### src/rtl/exec_sequencer_pkg.sv
// -----------------------------------------------------------------------------
// exec_sequencer_pkg
// Shared definitions for the instruction sequencer: FSM state encoding,
// opcode constants, ALU operation constants and the decoded-control record
// that passes between the decoder and the sequencer.
// -----------------------------------------------------------------------------
package exec_sequencer_pkg;

    typedef enum logic [1:0] {
        ST_IDLE      = 2'd0,
        ST_DECODE    = 2'd1,
        ST_EXECUTE   = 2'd2,
        ST_WRITEBACK = 2'd3
    } state_e;

    localparam logic [7:0] OP_LOADI = 8'd0;
    localparam logic [7:0] OP_MOV   = 8'd1;
    localparam logic [7:0] OP_ADD   = 8'd2;
    localparam logic [7:0] OP_SUB   = 8'd3;
    localparam logic [7:0] OP_AND   = 8'd4;
    localparam logic [7:0] OP_OR    = 8'd5;

    localparam logic [2:0] ALUOP_FWD = 3'b000;
    localparam logic [2:0] ALUOP_ADD = 3'b001;
    localparam logic [2:0] ALUOP_AND = 3'b010;
    localparam logic [2:0] ALUOP_OR  = 3'b011;

    // Control bundle produced by the decoder for one opcode.
    typedef struct packed {
        logic [2:0] aluop;
        logic       mux_2c;
        logic       mux_imm;
        logic       wr_en;    // opcode is a real instruction that writes back
    } ctrl_t;

    // Opcodes above OP_OR have no defined behaviour and never write.
    function automatic logic opcode_legal(input logic [7:0] opcode);
        return (opcode <= OP_OR);
    endfunction

endpackage

### src/rtl/exec_sequencer_if.sv
// -----------------------------------------------------------------------------
// exec_sequencer_if
// Bundles the instruction handshake and the register-file / ALU control
// outputs of the sequencer.
//   master : instruction requester (drives INSTR, INSTR_VALID, FLUSH)
//   slave  : the sequencer (drives READY, control outputs, BUSY)
// Optional macro EXEC_SEQ_ILLEGAL_EN adds the ILLEGAL flag.
// -----------------------------------------------------------------------------
interface exec_sequencer_if #(
    parameter int DATA_W     = 8,
    parameter int REG_ADDR_W = 3
);
    logic [31:0]           INSTR;
    logic                  INSTR_VALID;
    logic                  INSTR_READY;
    logic                  FLUSH;
    logic [REG_ADDR_W-1:0] READREG1;
    logic [REG_ADDR_W-1:0] READREG2;
    logic [REG_ADDR_W-1:0] WRITEREG;
    logic                  WRITEENABLE;
    logic [2:0]            ALUOP;
    logic                  MUX_2C;
    logic                  MUX_IMM;
    logic [DATA_W-1:0]     IMMEDIATE;
    logic                  BUSY;
`ifdef EXEC_SEQ_ILLEGAL_EN
    logic                  ILLEGAL;
`endif

    modport master (
`ifdef EXEC_SEQ_ILLEGAL_EN
        input  ILLEGAL,
`endif
        output INSTR, INSTR_VALID, FLUSH,
        input  INSTR_READY, READREG1, READREG2, WRITEREG, WRITEENABLE,
        input  ALUOP, MUX_2C, MUX_IMM, IMMEDIATE, BUSY
    );

    modport slave (
`ifdef EXEC_SEQ_ILLEGAL_EN
        output ILLEGAL,
`endif
        input  INSTR, INSTR_VALID, FLUSH,
        output INSTR_READY, READREG1, READREG2, WRITEREG, WRITEENABLE,
        output ALUOP, MUX_2C, MUX_IMM, IMMEDIATE, BUSY
    );

endinterface

### src/rtl/exec_decode.sv
// -----------------------------------------------------------------------------
// exec_decode
// Purely combinational opcode-to-control mapping.
//   opcode : instruction opcode byte
//   ctrl   : ALU operation, operand muxes and write-back qualifier
// -----------------------------------------------------------------------------
module exec_decode
    import exec_sequencer_pkg::*;
(
    input  logic [7:0] opcode,
    output ctrl_t      ctrl
);

    // Map each opcode to its ALU controls; undefined opcodes decode to a no-op.
    always_comb begin
        ctrl.aluop   = ALUOP_FWD;
        ctrl.mux_2c  = 1'b0;
        ctrl.mux_imm = 1'b0;
        ctrl.wr_en   = opcode_legal(opcode);
        case (opcode)
            OP_LOADI: ctrl.mux_imm = 1'b1;
            OP_MOV:   ctrl.aluop   = ALUOP_FWD;
            OP_ADD:   ctrl.aluop   = ALUOP_ADD;
            OP_SUB: begin
                ctrl.aluop  = ALUOP_ADD;
                ctrl.mux_2c = 1'b1;     // a - b computed as a + (-b)
            end
            OP_AND:   ctrl.aluop   = ALUOP_AND;
            OP_OR:    ctrl.aluop   = ALUOP_OR;
            default:  ctrl.wr_en   = 1'b0;
        endcase
    end

endmodule

### src/rtl/exec_sequencer.sv
// -----------------------------------------------------------------------------
// exec_sequencer
// Four-state instruction sequencer: IDLE -> DECODE -> EXECUTE -> WRITEBACK.
// One instruction is accepted per pass; decoded controls are captured at the
// accepting edge and held until the sequencer returns to IDLE.
//   CLK   : clock, rising edge
//   RESET : asynchronous, active-low reset
//   bus   : exec_sequencer_if slave (handshake, FLUSH, control outputs)
// Optional macro EXEC_SEQ_ILLEGAL_EN: adds a sticky ILLEGAL flag and sends
// undefined opcodes straight from DECODE back to IDLE.
// -----------------------------------------------------------------------------
module exec_sequencer
    import exec_sequencer_pkg::*;
#(
    parameter int DATA_W     = 8,
    parameter int REG_ADDR_W = 3
) (
    input  logic            CLK,
    input  logic            RESET,
    exec_sequencer_if.slave bus
);

    state_e                state_r;
    state_e                state_s;
    logic                  accept_s;
    logic                  we_s;
    ctrl_t                 dec_s;

    logic                  we_r;
    logic                  busy_r;
    logic [REG_ADDR_W-1:0] rr1_r;
    logic [REG_ADDR_W-1:0] rr2_r;
    logic [REG_ADDR_W-1:0] wr_r;
    logic [DATA_W-1:0]     imm_r;
    logic [2:0]            aluop_r;
    logic                  mux_2c_r;
    logic                  mux_imm_r;
    logic                  wr_en_r;

    // Decode straight from the incoming instruction so the result can be
    // captured at the accepting edge.
    exec_decode u_decode (
        .opcode (bus.INSTR[31:24]),
        .ctrl   (dec_s)
    );

    // FSM state register.
    always_ff @(posedge CLK or negedge RESET) begin
        if (!RESET) begin
            state_r <= ST_IDLE;
        end else begin
            state_r <= state_s;
        end
    end

    // FSM next-state, accept and write-strobe decisions.
    always_comb begin
        state_s  = state_r;
        accept_s = 1'b0;
        we_s     = 1'b0;
        case (state_r)
            ST_IDLE: begin
                if (bus.INSTR_VALID && !bus.FLUSH) begin
                    state_s  = ST_DECODE;
                    accept_s = 1'b1;
                end else begin
                    state_s  = ST_IDLE;
                end
            end
            ST_DECODE: begin
                if (bus.FLUSH) begin
                    state_s = ST_IDLE;
`ifdef EXEC_SEQ_ILLEGAL_EN
                end else if (!wr_en_r) begin
                    state_s = ST_IDLE;
`endif
                end else begin
                    state_s = ST_EXECUTE;
                end
            end
            ST_EXECUTE: begin
                if (bus.FLUSH) begin
                    state_s = ST_IDLE;
                end else begin
                    state_s = ST_WRITEBACK;
                    we_s    = wr_en_r;
                end
            end
            ST_WRITEBACK: state_s = ST_IDLE;
            default:      state_s = ST_IDLE;
        endcase
    end

    // Capture decoded controls on accept; clear them whenever the FSM idles.
    always_ff @(posedge CLK or negedge RESET) begin
        if (!RESET) begin
            we_r      <= 1'b0;
            busy_r    <= 1'b0;
            rr1_r     <= {REG_ADDR_W{1'b0}};
            rr2_r     <= {REG_ADDR_W{1'b0}};
            wr_r      <= {REG_ADDR_W{1'b0}};
            imm_r     <= {DATA_W{1'b0}};
            aluop_r   <= ALUOP_FWD;
            mux_2c_r  <= 1'b0;
            mux_imm_r <= 1'b0;
            wr_en_r   <= 1'b0;
        end else begin
            we_r   <= we_s;
            busy_r <= (state_s != ST_IDLE);
            if (accept_s) begin
                rr1_r     <= bus.INSTR[8 +: REG_ADDR_W];
                rr2_r     <= bus.INSTR[0 +: REG_ADDR_W];
                wr_r      <= bus.INSTR[16 +: REG_ADDR_W];
                imm_r     <= bus.INSTR[DATA_W-1:0];
                aluop_r   <= dec_s.aluop;
                mux_2c_r  <= dec_s.mux_2c;
                mux_imm_r <= dec_s.mux_imm;
                wr_en_r   <= dec_s.wr_en;
            end else if (state_s == ST_IDLE) begin
                rr1_r     <= {REG_ADDR_W{1'b0}};
                rr2_r     <= {REG_ADDR_W{1'b0}};
                wr_r      <= {REG_ADDR_W{1'b0}};
                imm_r     <= {DATA_W{1'b0}};
                aluop_r   <= ALUOP_FWD;
                mux_2c_r  <= 1'b0;
                mux_imm_r <= 1'b0;
                wr_en_r   <= 1'b0;
            end
        end
    end

`ifdef EXEC_SEQ_ILLEGAL_EN
    logic illegal_r;

    // Sticky flag: set when an undefined opcode is accepted, cleared only by reset.
    always_ff @(posedge CLK or negedge RESET) begin
        if (!RESET) begin
            illegal_r <= 1'b0;
        end else if (accept_s && !dec_s.wr_en) begin
            illegal_r <= 1'b1;
        end
    end

    assign bus.ILLEGAL = illegal_r;
`endif

    // READY and the write strobe must react to FLUSH in the same cycle.
    assign bus.INSTR_READY = (state_r == ST_IDLE) && !bus.FLUSH;
    assign bus.WRITEENABLE = we_r && !bus.FLUSH;
    assign bus.BUSY        = busy_r;
    assign bus.READREG1    = rr1_r;
    assign bus.READREG2    = rr2_r;
    assign bus.WRITEREG    = wr_r;
    assign bus.IMMEDIATE   = imm_r;
    assign bus.ALUOP       = aluop_r;
    assign bus.MUX_2C      = mux_2c_r;
    assign bus.MUX_IMM     = mux_imm_r;

endmodule

### src/flat_wrapper.sv
// flat-port wrapper written by rule: the top's interface ports become plain ports
module exec_sequencer_flat import exec_sequencer_pkg::*;
#(
    parameter int DATA_W     = 8,
    parameter int REG_ADDR_W = 3
)
  (CLK, RESET, bus_INSTR, bus_INSTR_VALID, bus_FLUSH, bus_INSTR_READY, bus_READREG1, bus_READREG2, bus_WRITEREG, bus_WRITEENABLE, bus_ALUOP, bus_MUX_2C, bus_MUX_IMM, bus_IMMEDIATE, bus_BUSY);
  exec_sequencer_if #(.DATA_W(DATA_W), .REG_ADDR_W(REG_ADDR_W)) bus_i ();
  input  logic CLK;
  input  logic RESET;
  input wire logic [$bits(bus_i.INSTR)-1:0] bus_INSTR;
  input wire logic [$bits(bus_i.INSTR_VALID)-1:0] bus_INSTR_VALID;
  input wire logic [$bits(bus_i.FLUSH)-1:0] bus_FLUSH;
  output wire logic [$bits(bus_i.INSTR_READY)-1:0] bus_INSTR_READY;
  output wire logic [$bits(bus_i.READREG1)-1:0] bus_READREG1;
  output wire logic [$bits(bus_i.READREG2)-1:0] bus_READREG2;
  output wire logic [$bits(bus_i.WRITEREG)-1:0] bus_WRITEREG;
  output wire logic [$bits(bus_i.WRITEENABLE)-1:0] bus_WRITEENABLE;
  output wire logic [$bits(bus_i.ALUOP)-1:0] bus_ALUOP;
  output wire logic [$bits(bus_i.MUX_2C)-1:0] bus_MUX_2C;
  output wire logic [$bits(bus_i.MUX_IMM)-1:0] bus_MUX_IMM;
  output wire logic [$bits(bus_i.IMMEDIATE)-1:0] bus_IMMEDIATE;
  output wire logic [$bits(bus_i.BUSY)-1:0] bus_BUSY;
  assign bus_i.INSTR = bus_INSTR;
  assign bus_i.INSTR_VALID = bus_INSTR_VALID;
  assign bus_i.FLUSH = bus_FLUSH;
  assign bus_INSTR_READY = bus_i.INSTR_READY;
  assign bus_READREG1 = bus_i.READREG1;
  assign bus_READREG2 = bus_i.READREG2;
  assign bus_WRITEREG = bus_i.WRITEREG;
  assign bus_WRITEENABLE = bus_i.WRITEENABLE;
  assign bus_ALUOP = bus_i.ALUOP;
  assign bus_MUX_2C = bus_i.MUX_2C;
  assign bus_MUX_IMM = bus_i.MUX_IMM;
  assign bus_IMMEDIATE = bus_i.IMMEDIATE;
  assign bus_BUSY = bus_i.BUSY;
  exec_sequencer #(.DATA_W(DATA_W), .REG_ADDR_W(REG_ADDR_W)) u_core (.CLK(CLK), .RESET(RESET), .bus(bus_i));
endmodule
### config.mk
export PLATFORM = sky130hd
export DESIGN_NAME = exec_sequencer_flat
export DESIGN_NICKNAME = d
export VERILOG_FILES = /design/src/rtl/exec_sequencer_pkg.sv /design/src/rtl/exec_sequencer_if.sv /design/src/rtl/exec_decode.sv /design/src/rtl/exec_sequencer.sv /design/src/flat_wrapper.sv
export SDC_FILE = /design/constraint.sdc
export NUM_CORES = 1
export LEC_CHECK = 0
export BUFFER_PORTS_ARGS = -buffer_cell sky130_fd_sc_hd__buf_2
export CAP_MARGIN = 20
export CELL_PAD_IN_SITES_DETAIL_PLACEMENT = 1
export CELL_PAD_IN_SITES_GLOBAL_PLACEMENT = 2
export CORE_MARGIN = 2
export CORE_UTILIZATION = 25
export DETAILED_ROUTE_END_ITERATION = 16
export GPL_TIMING_DRIVEN = 0
export PLACE_DENSITY = 0.86
export REMOVE_ABC_BUFFERS = 1
export SLEW_MARGIN = 20
export SYNTH_ARGS = -nofsm -noshare
export SYNTH_HDL_FRONTEND = slang
export SYNTH_SLANG_ARGS = --single-unit
### constraint.sdc
create_clock -name CLK -period 4.42 [get_ports CLK]
set_clock_uncertainty 0.15 [all_clocks]
set_input_delay 0.221 -clock CLK [delete_from_list [all_inputs] [get_ports CLK]]
set_output_delay 0.221 -clock CLK [all_outputs]
set_load 0.1 [all_outputs]
==> results.md, run 1 <==
- Tightest Hold Check Type: in -> reg
- Max-slew violations: 0
- Crit start category: flop
- WL per Instance: 12.3 um
- Worst slack, placed: about 2.3 ns
- Synth area leader: dfrtp_1
- Die width: about 65 um
- Vias per inst: approximately 4.4
- Synth area leaders: dfrtp_1 62%, a22o_1 17%, buf_4 3.3%, nor4b_4 2.6%, nor3_1 2.2%
- Cell with the most instances after synthesis: dfrtp_1
- Final Hold Viols: 0
- DRC violations left: 0
- Total power per unit cell area: ~410 nW/um^2
- Antenna violations before repair: 0
- Post-CTS Setup Bufs: 0
- Post-synth cell types: 16
- Worst relative slew slack: 0.435
- WHS: about 0.024 ns
- Placer congestion estimate: ~0.63
- Nets: 151
- RSZ-0062 raised after global routing: no
- Pwr Total: approximately 510 uW
- Vias in the first global route: 731
- TritonRoute pass-1 iters: 4
- Period utilisation layout: 0.460
- Largest net degree at the start of global routing: 24
- Final WS setup: around 2.4 ns
- Top FF cell, synth: dfrtp_1
- Layout cells sized above 1: 0.500
- Clk root buf: clkbuf_8
- Die ar.: roughly 4200 sq um
- Syn Inst Count: 67
- Diodes inserted: 0
- CTS buffer count: 3
- Routed WL: 2000 um
- Syn Std Cell Area: 922 sq um
- Antenna Nets Post-Route: 0
- IR drop worst, VDD: around 220 uV
- Post-route setup TNS: 0 ns
- Area delta synth->final: 34.5%
- Global route overflow: 0
- Max Freq: roughly 0.49 GHz
- Crit path arrival time: 2.08 ns
- Post-CTS Resized: 0
- CORE AREA: about 3600 sq um
- Endpoints failing setup: 0
- Vias: between 700 and 800
- Post-synth EDFFs: 0
- Crit path kind: reg -> reg
- Worst path required time: 4.46 ns
- Clk Latency, worst-skew pair: roughly 0.25 ns
- I/O Pins: 61
- Yosys top cell area share: 0.624
- Seq/Total Area, Yosys: 0.624
- Total of max-cap violations: 0
- CP endpoint kind: flop
- Clk slew on worst S/H paths: 0.08 ns
- Final core utilization: 0.344
- Initial Util: 0.256
- H-tree lvl count: 1
- Tot GR Track Use: 0.105
- Tightest Pin Transition: approximately 0.85 ns
- Seq cells post-synth: 23
- Synth cell count leaders: 23 x dfrtp_1, 18 x a22o_1, 4 x buf_4, 4 x nor3_1
- P_leak: ~0.68 nW
- DP HPWL: ~1500 um
- Max Root-Sink Buffers: 2
- CTS tree: done
- CTS sink cnt: 23
- First-pass GRT wire length: 3440 um
- Num rows: 22
- Avg Inst Size Synth: 13.8 sq um
- Port bufs: 49
- Die Y: roughly 65 um
- Status: completed
- Min Tclk post-route: a little over 2 ns
- Worst Path Max Fanout: 16
- Async S/R FF share, synth: 1.00
- DR iter-0 viols: 28
- Syn. warnings: 0
==> state kept, by name, summed over array words and instances (netlist names) <==
register / flops
u_core.bus.IMMEDIATE: 8
u_core.bus.READREG1: 3
u_core.bus.WRITEREG: 3
u_core.bus.ALUOP: 2
u_core.state_r: 2
u_core.bus.BUSY: 1
u_core.bus.MUX_2C: 1
u_core.bus.MUX_IMM: 1
u_core.we_r: 1
u_core.wr_en_r: 1
==> stage by stage <==
stage	area [sq um]	cells
after floorplan	877	60
after CTS	1240	162
after detailed placement	1180	157
after global placement	1180	157
final	1240	162
after global routing	1240	162
==> power by group <==
| group | switching (mW) | total (mW) | internal, mW |
|---|---|---|---|
| clock | 0.0598 | 0.124 | 0.0641 |
| combinational | 0.125 | 0.154 | 0.0291 |
| sequential | 0.00836 | 0.230 | 0.222 |
==> logic make-up (layout without fill, tap and decap cells) <==
| group | Yosys count | count (layout) | share of synthesized area |
|---|---|---|---|
| buffers and inverters | 7 | 54 | 0.0488 |
| other | 1 | 1 | 0.00407 |
| AOI/OAI and AO/OA | 20 | 20 | 0.190 |
| xor gates and xnor gates | 1 | 1 | 0.00950 |
| and+or+nand+nor | 15 | 15 | 0.123 |
| DFF | 23 | 23 | 0.624 |
==> path summary, 6_finish.rpt <==
check	end	start	slack [ns]	depth (start not counted)
max	u_core.bus.MUX_2C	u_core.state_r[1]	2.38	3
max reg2reg	u_core.bus.MUX_2C	u_core.state_r[1]	2.38	3
max in group asynchronous	u_core.bus.IMMEDIATE[0]	RESET	3.47	2
min	u_core.bus.WRITEREG[0]	bus_INSTR[16]	0.02	2
min reg2reg	u_core.bus.MUX_2C	u_core.bus.MUX_2C	0.35	1
min in group asynchronous	u_core.bus.ALUOP[1]	RESET	0.31	2
==> worst max-delay path, cell delays in order, from the launching register on <==
cell,delay (ns)
dfrtp_1,0.45
nor4b_4,0.77
nor3b_4,0.40
a32o_1,0.20
==> timing repair <==
item,in CTS,in global routing
hold buffers,1,0
hold endpoints to repair,23,0
setup endpoints to repair,0,0
==> per-layer routing <==
metal / track usage / wire [um]
met4: 0.0160 / 0
met1: 0.140 / 879
met3: 0.0365 / 142
met2: 0.169 / 974
met5: 0 / 0
==> placed cells by master, fill, tap and decap left out <==
cell type,count
clkbuf_8,3
nor2_2,1
or4_4,1
a21o_1,1
nor4b_4,1
dfrtp_1,23
nor2b_1,3
buf_2,49
or2_2,1
dlygate4sd3_1,1
nand2_1,2
nor2_1,1
nor3b_4,1
xnor2_1,1
a32o_1,1
clkbuf_1,1
nor3_1,4
conb_1,1
a22o_1,18
==> cell type report <==
type                    count  area (sq um)
fillers                   419          2370
flip-flops and latches     23           576
multi-input cells          37           304
repair buffers             50           255
well taps                  48          60.1
clock buffers               4          45.0
No activity file was read; power rests on OpenSTA's default activity.
==> run 2, diff against run 1 <==
--- a/config.mk
+++ b/config.mk
@@ -10,10 +10,10 @@
 export CELL_PAD_IN_SITES_DETAIL_PLACEMENT = 1
 export CELL_PAD_IN_SITES_GLOBAL_PLACEMENT = 2
 export CORE_MARGIN = 2
-export CORE_UTILIZATION = 25
+export CORE_UTILIZATION = 24
 export DETAILED_ROUTE_END_ITERATION = 16
 export GPL_TIMING_DRIVEN = 0
-export PLACE_DENSITY = 0.86
+export PLACE_DENSITY = 0.83
 export REMOVE_ABC_BUFFERS = 1
 export SLEW_MARGIN = 20
 export SYNTH_ARGS = -nofsm -noshare
==> constraint.sdc (replaced) <==
create_clock -name CLK -period 2.1 [get_ports CLK]
set_clock_uncertainty 0.15 [all_clocks]
set_input_delay 0.105 -clock CLK [delete_from_list [all_inputs] [get_ports CLK]]
set_output_delay 0.105 -clock CLK [all_outputs]
set_load 0.1 [all_outputs]
==> run 2 against run 1 <==
Against the previous run:
- worst setup slack got worse by 2.1 ns
- power grew 120%
- final cell count rose by 12%
- via count rose by 9.4%
- critical endpoint is now u_core.bus.IMMEDIATE[0]
- critical path type unchanged
- highest routed layer unchanged
==> results.md, run 2 (synthesis results as in run 1) <==
- Status: completed
- Most frequent cells in the layout: 49 x buf_2, 23 x dfrtp_1, 18 x a22o_1, 18 x dlygate4sd3_1, 4 x nor3_1
- Clk Latency, worst-skew pair: 0.26 ns
- CP Buf/Inv Count: 0
- Clock share of power: 0.243
- Register share of total power: 0.434
- Largest net degree at the start of global routing: 24
- CORE AREA: around 3700 sq um
- CTS buffer count: 3
- Vias per inst: 4.35
- Final Hold Viols: 0
- Tightest Pin Transition: 0.857 ns
- Crit path arrival time: between 1.5 and 2 ns
- Clk slew on worst S/H paths: 0.08 ns
- R2R Path Start: u_core.state_r[1]
- Die width: 66.0 um
- Most common cell after layout, fill and taps aside: buf_2
- Met2 WL: around 1300 um
- Die ar.: 4350 sq um
- Max Root-Sink Buffers: 2
- Total power per unit cell area: just under 800 nW/um^2
- Critical Path Start: u_core.state_r[1]
- Clk root buf: clkbuf_8
- DRT met1 WL: 1030 um
- Crit path kind: reg -> reg
- Vias: around 800
- Post-route setup TNS: 0 ns
- Initial Util: 0.250
- Hold_sp: bus_INSTR[25]
- RSZ-0062 raised after global routing: no
- P_leak: 0.771 nW
- Area delta synth->final: 56.0%
- Nets: 170
- Endpoints failing setup: 0
- Layout cells sized above 1: 0.451
- Period utilisation layout: 0.852
- Num rows: 22
- First-pass GRT wire length: between 3000 and 4000 um
- Family with the most delay on the worst path: simple AND/OR/NAND/NOR gates
- TritonRoute pass-1 iters: 2
- Die Y: around 66 um
- Final WS setup: ~0.31 ns
- Antenna violations before repair: 0
- Worst path required time: 2.15 ns
- # fillers: 423
- Post-CTS Resized: 0
- CTS sink cnt: 23
- Worst Path Max Fanout: 21
- H-tree lvl count: 1
- Max-slew violations: 0
- Sw power: 429 uW
- DRC violations left: 0
- Routed WL: ~2500 um
- Placer congestion estimate: approximately 0.62
- DP Area: ~1200 sq um
- Cell Chain, Critical Path: xnor2_1 -> nor2_2 -> a22o_1
- CP endpoint kind: flop
- DR iter-0 viols: 35
- WHS: ~0.020 ns
- DP Cell Count: 157
- Max FFs per register: 8
- CP max stage delay: ~0.66 ns
- Slowest-stage cell, CP: nor2_2
- Total of max-cap violations: 0
- Diodes inserted: 0
- Final instance area: around 1400 sq um
- Antenna Nets Post-Route: 0
- DP HPWL: 1600 um
- Uppermost layer routed: met3
- CTS tree: done
- Final core utilization: 0.390
- WL per Instance: between 10 and 15 um
- Worst slack, placed: about 0.028 ns
- Tot GR Track Use: 0.118
- I/O Pins: about 60
- Pwr Total: around 1.1 mW
- Global route overflow: 0
- Sw frac: 0.385
- Post-Layout Cell Count: between 150 and 200
- IR drop worst, VDD: 246 uV
- Combinational Power Share: 0.323
- Min Tclk post-route: approximately 1.8 ns
- Port bufs: between 40 and 50
- WL met3: 128 um
- Tightest Hold Check Type: in -> reg
- Worst relative slew slack: 0.428
- Max Freq: approximately 0.56 GHz
- Vias in the first global route: approximately 870
- Int Power: 687 uW
- Crit start category: flop
[run 2: cell count changes in the layout (fill, tap and decap cells not counted)]
| cell | delta |
|---|---|
| dlygate4sd3_1 | +17 |
| buf_12 | +1 |
| buf_4 | +1 |
| clkbuf_1 | -1 |
| clkinv_2 | +1 |
[run 2: final timing paths]
check	slack, ns	end	depth (start not counted)
setup / recovery	0.31	u_core.bus.IMMEDIATE[0]	3
hold / removal	0.02	u_core.wr_en_r	3
setup reg to reg	0.31	u_core.bus.IMMEDIATE[0]	3
hold reg to reg	0.35	u_core.bus.MUX_2C	1
max in group asynchronous	1.26	u_core.bus.IMMEDIATE[0]	2
min in group asynchronous	0.20	u_core.bus.BUSY	2
[run 2: cell type report]
cell class	instances	area, sq um	share of cell area
Clock buffer	3	41.3	0.0287
Clock inverter	1	5.00	0.00348
Multi-Input combinational cell	37	304	0.211
Sequential cell	23	576	0.400
Tap cell	48	60.1	0.0417
Timing Repair Buffer	69	453	0.315
[run 2: worst register-to-register path: stages (launching register included)]
cell and delay [ns]:
dfrtp_1 0.46, xnor2_1 0.18, nor2_2 0.66, a22o_1 0.27
[run 2: layer usage]
layer,global-route usage,vias to the layer above
met5,0,-
met1,0.132,388
met3,0.0256,0
li1,-,374
met2,0.227,26
met4,0.0230,0
[run 2: power by group through the flow]
stage | combinational (mW) | clock, mW | sequential, mW
after floorplan | 0.0712 | 0 | 0.668
after global placement | 0.322 | 0 | 0.492
after detailed placement | 0.329 | 0 | 0.494
after CTS | 0.355 | 0.288 | 0.485
after global routing | 0.377 | 0.310 | 0.489
final | 0.360 | 0.271 | 0.485
[run 2: what timing repair did]
action	4_1_cts	5_1_grt
endpoints found under the setup margin	0	5
hold buffers	18	0
buffers inserted	0	2
hold endpoints to repair	40	0
